--- src/rtl/lsu_axil_wide.sv ---
// AXI-Lite load/store unit (DATA_W 32 or 64) with byte-lane alignment and fault reporting.
// Define LSU_MISALIGN_TRAP_EN to fault misaligned accesses instead of issuing them on the bus.
module lsu_axil_wide #(
  parameter int DATA_W = 32,
  parameter int ADDR_W = 32
) (
  input  logic                clk,
  input  logic                reset,
  input  logic                lsu_valid,
  output logic                lsu_ready,
  input  logic [ADDR_W-1:0]   lsu_addr,
  input  logic [DATA_W-1:0]   lsu_data,
  input  logic [1:0]          lsu_mode,
  input  logic [2:0]          lsu_op,
  input  logic [ADDR_W-1:0]   Next_pc,
  input  logic [4:0]          Rw,
  input  logic [DATA_W-1:0]   result,
  input  logic                regwr,
  output logic [ADDR_W-1:0]   Next_pc_out,
  output logic [4:0]          Rw_out,
  output logic [DATA_W-1:0]   result_out,
  output logic                regwr_out,
  output logic                fault_out,
  output logic [1:0]          fault_cause_out,
  output logic                wbu_valid,
  input  logic                wbu_ready,
  output logic [ADDR_W-1:0]   m_araddr,
  output logic                m_arvalid,
  input  logic                m_arready,
  input  logic [DATA_W-1:0]   m_rdata,
  input  logic [1:0]          m_rresp,
  input  logic                m_rvalid,
  output logic                m_rready,
  output logic [ADDR_W-1:0]   m_awaddr,
  output logic                m_awvalid,
  input  logic                m_awready,
  output logic [DATA_W-1:0]   m_wdata,
  output logic [DATA_W/8-1:0] m_wstrb,
  output logic                m_wvalid,
  input  logic                m_wready,
  input  logic [1:0]          m_bresp,
  input  logic                m_bvalid,
  output logic                m_bready
);
  localparam int STRB_W = DATA_W / 8;
  localparam int OFF_W  = $clog2(STRB_W);
`ifdef LSU_MISALIGN_TRAP_EN
  localparam bit TRAP_EN = 1'b1;
`else
  localparam bit TRAP_EN = 1'b0;
`endif

  typedef enum logic [2:0] {ACCEPT, AR, R, AWW, B, WB} state_t;

  state_t             state;
  logic [ADDR_W-1:0]  addr_r;
  logic [2:0]         op_r;
  logic [DATA_W-1:0]  result_r;
  logic               regwr_r;
  logic               aw_done;
  logic               w_done;
  logic [OFF_W-1:0]   req_off;
  logic               req_mis;
  logic               aw_hs;
  logic               w_hs;

  // Access size in bytes; d and wu collapse to a 4-byte word on a 32-bit bus.
  function automatic logic [3:0] size_of(input logic [2:0] op);
    case (op)
      3'b000, 3'b100: size_of = 4'd1;
      3'b001, 3'b101: size_of = 4'd2;
      3'b011:         size_of = (DATA_W == 64) ? 4'd8 : 4'd4;
      default:        size_of = 4'd4;
    endcase
  endfunction

  function automatic logic [STRB_W-1:0] lane_strb(input logic [2:0] op, input logic [OFF_W-1:0] off);
    logic [15:0] m;
    m = (16'd1 << size_of(op)) - 16'd1;
    m = m << off;
    lane_strb = m[STRB_W-1:0];
  endfunction

  function automatic logic misaligned(input logic [2:0] op, input logic [OFF_W-1:0] off);
    misaligned = (4'(off) & (size_of(op) - 4'd1)) != 4'd0;
  endfunction

  function automatic logic [DATA_W-1:0] load_ext(input logic [DATA_W-1:0] rdata,
                                                 input logic [2:0] op,
                                                 input logic [OFF_W-1:0] off);
    logic [DATA_W-1:0] rsh;
    logic signed [7:0]  sb;
    logic signed [15:0] sh;
    logic signed [31:0] sw;
    rsh = rdata >> {off, 3'b000};
    sb  = rsh[7:0];
    sh  = rsh[15:0];
    sw  = rsh[31:0];
    case (op)
      3'b000:  load_ext = DATA_W'(sb);
      3'b001:  load_ext = DATA_W'(sh);
      3'b010:  load_ext = DATA_W'(sw);
      3'b100:  load_ext = DATA_W'(rsh[7:0]);
      3'b101:  load_ext = DATA_W'(rsh[15:0]);
      3'b110:  load_ext = (DATA_W == 64) ? DATA_W'(rsh[31:0]) : DATA_W'(sw);
      default: load_ext = rsh;
    endcase
  endfunction

  function automatic logic [DATA_W-1:0] addr_ext(input logic [ADDR_W-1:0] a);
    addr_ext = DATA_W'(a);
  endfunction

  assign req_off = lsu_addr[OFF_W-1:0];
  assign req_mis = misaligned(lsu_op, req_off);
  assign aw_hs   = m_awvalid && m_awready;
  assign w_hs    = m_wvalid && m_wready;

  always_ff @(posedge clk) begin
    if (reset) begin
      state           <= ACCEPT;
      lsu_ready       <= 1'b1;
      m_arvalid       <= 1'b0;
      m_rready        <= 1'b0;
      m_awvalid       <= 1'b0;
      m_wvalid        <= 1'b0;
      m_bready        <= 1'b0;
      wbu_valid       <= 1'b0;
      aw_done         <= 1'b0;
      w_done          <= 1'b0;
      addr_r          <= '0;
      op_r            <= '0;
      result_r        <= '0;
      regwr_r         <= 1'b0;
      m_araddr        <= '0;
      m_awaddr        <= '0;
      m_wdata         <= '0;
      m_wstrb         <= '0;
      Next_pc_out     <= '0;
      Rw_out          <= '0;
      result_out      <= '0;
      regwr_out       <= 1'b0;
      fault_out       <= 1'b0;
      fault_cause_out <= 2'b00;
    end else begin
      case (state)
        ACCEPT: if (lsu_valid) begin
          lsu_ready   <= 1'b0;
          addr_r      <= lsu_addr;
          op_r        <= lsu_op;
          result_r    <= result;
          regwr_r     <= regwr;
          m_araddr    <= lsu_addr;
          m_awaddr    <= lsu_addr;
          m_wdata     <= lsu_data << {req_off, 3'b000};
          m_wstrb     <= lane_strb(lsu_op, req_off);
          Next_pc_out <= Next_pc;
          Rw_out      <= Rw;
          if (lsu_mode[0] && TRAP_EN && req_mis) begin
            // mode[1] distinguishes store (11) from load (01) in the cause code
            state           <= WB;
            wbu_valid       <= 1'b1;
            fault_out       <= 1'b1;
            fault_cause_out <= {1'b1, lsu_mode[1]};
            regwr_out       <= 1'b0;
            result_out      <= addr_ext(lsu_addr);
          end else if (lsu_mode == 2'b01) begin
            state     <= AR;
            m_arvalid <= 1'b1;
          end else if (lsu_mode == 2'b11) begin
            state     <= AWW;
            m_awvalid <= 1'b1;
            m_wvalid  <= 1'b1;
            aw_done   <= 1'b0;
            w_done    <= 1'b0;
          end else begin
            state           <= WB;
            wbu_valid       <= 1'b1;
            fault_out       <= 1'b0;
            fault_cause_out <= 2'b00;
            regwr_out       <= regwr;
            result_out      <= result;
          end
        end
        AR: if (m_arready) begin
          m_arvalid <= 1'b0;
          m_rready  <= 1'b1;
          state     <= R;
        end
        R: if (m_rvalid) begin
          m_rready        <= 1'b0;
          wbu_valid       <= 1'b1;
          state           <= WB;
          fault_cause_out <= 2'b00;
          if (m_rresp != 2'b00) begin
            fault_out  <= 1'b1;
            regwr_out  <= 1'b0;
            result_out <= addr_ext(addr_r);
          end else begin
            fault_out  <= 1'b0;
            regwr_out  <= regwr_r;
            result_out <= load_ext(m_rdata, op_r, addr_r[OFF_W-1:0]);
          end
        end
        AWW: begin
          // Address and data channels complete independently, possibly in the same cycle.
          if (aw_hs) begin
            m_awvalid <= 1'b0;
            aw_done   <= 1'b1;
          end
          if (w_hs) begin
            m_wvalid <= 1'b0;
            w_done   <= 1'b1;
          end
          if ((aw_done || aw_hs) && (w_done || w_hs)) begin
            m_bready <= 1'b1;
            state    <= B;
          end
        end
        B: if (m_bvalid) begin
          m_bready  <= 1'b0;
          wbu_valid <= 1'b1;
          state     <= WB;
          if (m_bresp != 2'b00) begin
            fault_out       <= 1'b1;
            fault_cause_out <= 2'b01;
            regwr_out       <= 1'b0;
            result_out      <= addr_ext(addr_r);
          end else begin
            fault_out       <= 1'b0;
            fault_cause_out <= 2'b00;
            regwr_out       <= regwr_r;
            result_out      <= result_r;
          end
        end
        WB: if (wbu_ready) begin
          wbu_valid <= 1'b0;
          lsu_ready <= 1'b1;
          state     <= ACCEPT;
        end
        default: begin
          state     <= ACCEPT;
          lsu_ready <= 1'b1;
        end
      endcase
    end
  end
endmodule
--- config.mk ---
export PLATFORM = sky130hd
export DESIGN_NAME = lsu_axil_wide
export DESIGN_NICKNAME = d
export VERILOG_FILES = /design/src/rtl/lsu_axil_wide.sv
export SDC_FILE = /design/constraint.sdc
export NUM_CORES = 1
export LEC_CHECK = 0
export BUFFER_PORTS_ARGS = -buffer_cell sky130_fd_sc_hd__buf_2
export CAP_MARGIN = 20
export CORE_ASPECT_RATIO = 0.5
export CORE_UTILIZATION = 45
export CTS_BUF_LIST = sky130_fd_sc_hd__clkbuf_4 sky130_fd_sc_hd__clkbuf_8
export DETAILED_ROUTE_END_ITERATION = 7
export PLACE_DENSITY = 0.83
export RECOVER_POWER = 100
export SKIP_LAST_GASP = 1
export SLEW_MARGIN = 20
export SYNTH_ARGS = -nofsm -noshare
export SYNTH_HDL_FRONTEND = slang
export SYNTH_SLANG_ARGS = --single-unit
--- constraint.sdc ---
create_clock -name clk -period 1.85 [get_ports clk]
set_input_delay 0.2775 -clock clk [delete_from_list [all_inputs] [get_ports clk]]
set_output_delay 0.2775 -clock clk [all_outputs]
set_load 0.01 [all_outputs]
Word-level counts from Yosys, hierarchy flattened --
Index checks and enable logic that the tools add are counted.
Cells by class: add/subtract/negate cells 1, equal/unequal tests 25, shift-type cells 4, multiplexer cells 79, bitwise logic cells 1, reduce and logical (&&, ||, !) cells 29
Operators by type and width (number):
- 32-bit two-way mux | 7
- 32-bit one-hot mux with 4 select lines | 1
- 32-bit one-hot mux with 3 select lines | 1
- 1-bit two-way mux | 40
- 32-bit by 5-bit left shift with 32-bit output | 1
- 32-bit by 5-bit right shift with 32-bit output | 1
- 3-bit two-way mux | 8
- 2-bit != test, second input constant | 12
- 3-bit == test, second input constant | 6
- 3-bit one-hot mux with 6 select lines | 1
- 1-bit by 4-bit left shift with 16-bit output, first input constant | 1
- 16-bit by 2-bit left shift with 4-bit output | 1
- 16-bit by 1-bit subtractor with 16-bit output, second input constant | 1
- 1-bit one-hot mux with 2 select lines | 7
- 4-bit two-way mux | 3
- 6-bit AND reduction | 2
- 2-bit nonzero test | 6
- 2-bit two-way mux | 5
- 5-bit AND reduction | 2
- 3-bit by 1-bit == test with 1-bit output, second input constant | 3
- 3-bit logical NOT | 3
- 1-bit one-hot mux with 3 select lines | 3
- 3-bit AND reduction | 3
- 7-bit AND reduction | 1
- 15 further kinds | 20
Word-level totals: bits in registers 189, bits of input ports 184, output and inout port bits 180, logic and storage cells 161

Logic depth before layout (Yosys ltp) --
depth in word-level cells 9, depth in mapped cells 9

Worst setup path before layout --
Ideal clock, no wire load.
path kind register -> register, start point register state[0], end point register m_wdata[30], library setup time 0.128 ns, arrival time 1.824 ns, required time 1.722 ns, slack -0.101 ns, stages on the path, launching flop included 8, buffers on the path 4, clock period less this slack 1.951 ns, cells stage by stage dfxtp_1 -> buf_2 -> or4b_2 -> buf_2 -> clkbuf_1 -> clkbuf_1 -> a21oi_1 -> nor2_1
On the way: word-level cells in the longest chain between the ends 2
RTL lines:
- start: declaration | line 55 | state_t state;
- start signal: assignment | line 121 | state <= ACCEPT;
- start signal: assignment | line 161 | state <= WB;
- start signal: assignment | line 168 | state <= AR;
- 3-bit logical NOT | line 146 | case (state)
- 2-bit AND reduction (no source line)
- end signal: assignment | line 155 | m_wdata <= lsu_data << {req_off, 3'b000};
- end: declaration | line 37 | output logic [DATA_W-1:0] m_wdata,
No other way between the ends. A chain may end at the register's enable or synchronous reset.

Worst setup path in the final report --
start point register state[0], end point register result_out[25]
On the way: word-level cells in the longest chain between the ends 3, elaborated cells on any way between the ends 11
RTL lines:
- 3-bit == test (tied with other cells) | line 146
- 2-bit != test (no source line) or 3-bit nonzero test (tied branches)
- 6-bit AND reduction (no source line)
- end signal: assignment | line 166 | result_out <= addr_ext(lsu_addr);
- end signal: assignment | line 182 | result_out <= result;
- end signal: assignment | line 198 | result_out <= addr_ext(addr_r);
- end: declaration | line 21 | output logic [DATA_W-1:0] result_out,
Several ways; a longest one is shown, not always the timed one.

==> summary.md <==
| Metric | Value |
|---|---|
| Worst path depth | `6` |
| Number of global-route vias before repair | `~9000` |
| Placement Rows | `35` |
| CP Max Fanout | `9` |
| Violated checks | `negative setup slack` |
| Worst path arrival time | `2.28 ns` |
| Worst slew pin tran | `around 0.76 ns` |
| Worst slack, placed | `-0.0934 ns` |
| CTS sink cnt | `approximately 190` |
| Per-cell routed wire length | `~19 microns` |
| Global routing usage on met1 | `around 37%` |
| Critical Path RT | `between 2 and 2.5 ns` |
| Maximum VDD drop | `0.633 mV` |
| Met2 GRT Util | `around half` |
| Global route hottest layer | `met2` |
| Final WL | `31800 microns` |
| Post-Syn Area | `0.00884 sq mm` |
| Die Height | `101 microns` |
| Total grt overflow | `0` |
| Ant. Diodes | `0` |
| Post-synthesis mux area share | `under 10%` |
| Gate Count Post-Synth | `around 1100` |
| TritonCTS clock tree | `done` |
| Minimum clock period | `between 1.5 and 2 ns` |
| Mapped Nets | `approximately 1300` |
| Synth cell types | `60` |
| Num ports | `364` |
| Post-synthesis adder-cell area fraction | `0.283%` |
| WS Path Type | `reg2reg` |
| Hold depth | `3` |
| Yosys top cell area share | `a little over two fifths` |
| Hold/Removal Path Class | `in2reg` |
| Final worst slack | `-0.0365 ns` |
| H-tree depth reported by CTS | `4` |
| FFs w/ async S/R, synth | `0%` |
| Die W | `200 microns` |
| Post-route clock period utilization | `102%` |
| Family with the most delay on the worst path | `simple AND/OR/NAND/NOR gates` |
| Total GRT Usage | `28.9%` |
| Num CTS Buffers | `17` |
| Final antenna-violating net count | `0` |
| Worst r2r path cells | `6` |
| Clk_lat worst skew | `between 0.4 and 0.5 ns` |
| Initial antenna violation count | `0` |
| Most common cell in the netlist | `nand2_1` |
| Area delta synth->final | `33.6%` |
| Net count, final | `1627` |
| Fill cells | `around 1700` |
| Final setup vio count | `8` |
| Ordered cell list for the critical path | `buf_6, or3b_4, nor3_4, o2111ai_4, and2_4, a211oi_2` |
| Ys flop type | `dfxtp_1` |
| Core Box Area | `around 0.019 sq mm` |
| Synth Area in Simple Gates | `20.4%` |
| Top cells by area, synth | `dfxtp_1 (43%), nand2_1 (10%), a21oi_1 (8.7%)` |
| Post-synth top cells | `nand2_1 (245), dfxtp_1 (188), a21oi_1 (154), nor2_1 (84), clkbuf_1 (61)` |
| # Max-Cap Violations | `0` |
| Avg Cell Area, Syn | `8.08 sq um` |
| Final hold vios | `0` |
| Syn. warnings | `0` |
| Largest family of logic cells by synthesized area | `compound AO/OA/AOI/OAI gates` |
| Root Buffer | `clkbuf_8` |
| Largest net degree at the start of global routing | `between 80 and 90` |
| Crit path largest cell delay | `~0.42 ns` |
| CP bufs+invs | `1` |
| Critical Path End Type | `flip-flop` |
| Drt initial violations | `768` |
| Post-synthesis xor/xnor area fraction | `less than 1%` |
| Synth area leader | `dfxtp_1` |
| Seq cells post-synth | `approximately 190` |
| CTS Buffer Depth | `2` |
| Share of cells above drive strength 1 | `between 20% and 30%` |
| PwrDens | `between 1000 and 1500 mW/mm^2` |
| Port Buffer Count | `~360` |
| Number of enable flip-flop cells after synthesis | `0` |
| Clk pin slew, worst setup/hold paths | `0.12 ns` |
| Die area | `0.0203 sq mm` |
| Rel. slew slack | `a little under 50%` |
| Post-route setup TNS | `-0.145 ns` |
| CP max stage cell | `or3b_4` |
| Remaining DRCs | `0` |
| Clk_skew | `approximately 0.021 ns` |
| Max-slew violations | `0` |
| Global placer's final weighted congestion | `~0.96` |
| Max Clk Rate | `0.530 GHz` |
| First-pass GRT wire length | `around 47000 microns` |
| Hold slack | `0.0224 ns` |
| Crit start category | `flip-flop` |
| Status | `complete, but fails checks` |
| M3 GR Usage | `5.72%` |
| Compound-Gate Fraction of Synth Area | `between 20% and 30%` |
| Initial Utilization | `47.0%` |
| Sequential area share after synthesis | `around 43%` |
| Vias | `just under 10000` |
| Static Leakage | `4.63 nW` |
| Post-DR vias/cell | `around 5.7` |
| TritonRoute pass-1 iters | `7` |
| HPWL Detailed | `about 22000 microns` |
| RSZ-0062 raised after global routing | `yes` |
==> cell type report <==
type | instances | area [sq um] | area share, %
Timing Repair Buffer | 453 | 2620 | 22.2
Tap cell | 259 | 324 | 2.74
Sequential cell | 188 | 3770 | 31.9
Clock inverter | 15 | 183 | 1.55
Clock buffer | 17 | 234 | 1.98
Multi-Input combinational cell | 779 | 4670 | 39.6
Inverter | 2 | 7.51 | 0.0635
==> worst reg2reg max path, delay by kind of cell, from the launching register on <==
family,cells,cell delay (ns)
simple gates,3,0.90
compound gates,2,0.45
flops,1,0.34
buf+inv,1,0.13
==> final timing paths <==
check | from | endpoint | slack, ns
worst max-delay path | state[0]$_SDFFE_PP0P_ | result_out[25]$_SDFFE_PP0P_ | -0.04
worst min-delay path | lsu_addr[26] | addr_r[26]$_SDFFE_PP0P_ | 0.02
worst max register to register | state[0]$_SDFFE_PP0P_ | result_out[25]$_SDFFE_PP0P_ | -0.04
worst min register to register | m_wstrb[0]$_SDFFE_PP0P_ | m_wstrb[0]$_SDFFE_PP0P_ | 0.46
==> kinds of logic after synthesis <==
group | count (synthesis)
flops | 188
xor+xnor | 1
fa+ha+maj | 2
compound gates | 308
simple gates | 418
other cells | 1
mux | 47
buf+inv | 130
==> state kept, by name, indices dropped and copies added, names as in the netlist, 3 cells and up <==
| name | count |
|---|---|
| Next_pc_out | 32 |
| Rw_out | 5 |
| addr_r | 32 |
| m_wdata | 32 |
| m_wstrb | 4 |
| op_r | 3 |
| result_out | 32 |
| result_r | 32 |
| state | 3 |
==> timing repair <==
action                                 in CTS  in global routing
hold buffers                                1                  0
setup buffers                               5                 11
gates cloned                                2                  6
setup endpoints to repair                  22                 94
pin swaps                                   6                 19
resized for setup                          21                 35
endpoints found under the hold margin       1                  0
==> where the power goes <==
group / internal (W) / switching, W / total (W)
combinational: 0.00332 / 0.00442 / 0.00774
sequential: 0.00501 / 0.000732 / 0.00574
clock: 0.00126 / 0.00168 / 0.00295
==> routing by layer <==
metal	share of wire, %	up-vias	wire length (microns)
li1	-	4541	-
met1	41	4641	13100
met3	8.1	86	2590
met4	3.1	0	1000
met2	47	491	15100
met5	0	-	0
==> stage by stage <==
step / instances / power, W / utilization (%) / cell area [sq um]
floorplan: 1095 / 0.00984 / - / 8880
detailed placement: 1656 / 0.0125 / 58.7 / 11100
global route: 1713 / 0.0173 / 62.7 / 11800
CTS: 1696 / 0.0159 / 61.9 / 11700
global placement: 1656 / 0.0123 / 58.7 / 11100
finish: 1713 / 0.0164 / 62.7 / 11800
==> cells in the final DEF (no fill, tap or decap), types with 5 or more instances in the layout <==
| master | count |
|---|---|
| a221oi_2 | 8 |
| nor3_1 | 21 |
| dfxtp_1 | 183 |
| buf_6 | 8 |
| mux2i_1 | 31 |
| a31oi_1 | 6 |
| nand3b_1 | 6 |
| clkbuf_8 | 17 |
| nor2_1 | 82 |
| nand3_1 | 14 |
| clkbuf_1 | 177 |
| nor2b_1 | 16 |
| buf_12 | 18 |
| buf_4 | 58 |
| o21ai_0 | 6 |
| buf_2 | 186 |
| nand2_1 | 245 |
| a311oi_1 | 11 |
| o211ai_1 | 9 |
| o221ai_1 | 10 |
| a222oi_1 | 13 |
| a211oi_1 | 28 |
| a21oi_1 | 154 |
| a211oi_2 | 16 |
| mux2_2 | 11 |
| a22o_1 | 13 |
| a21o_1 | 7 |
| clkinv_4 | 5 |
(Power assumes the default switching activity.)
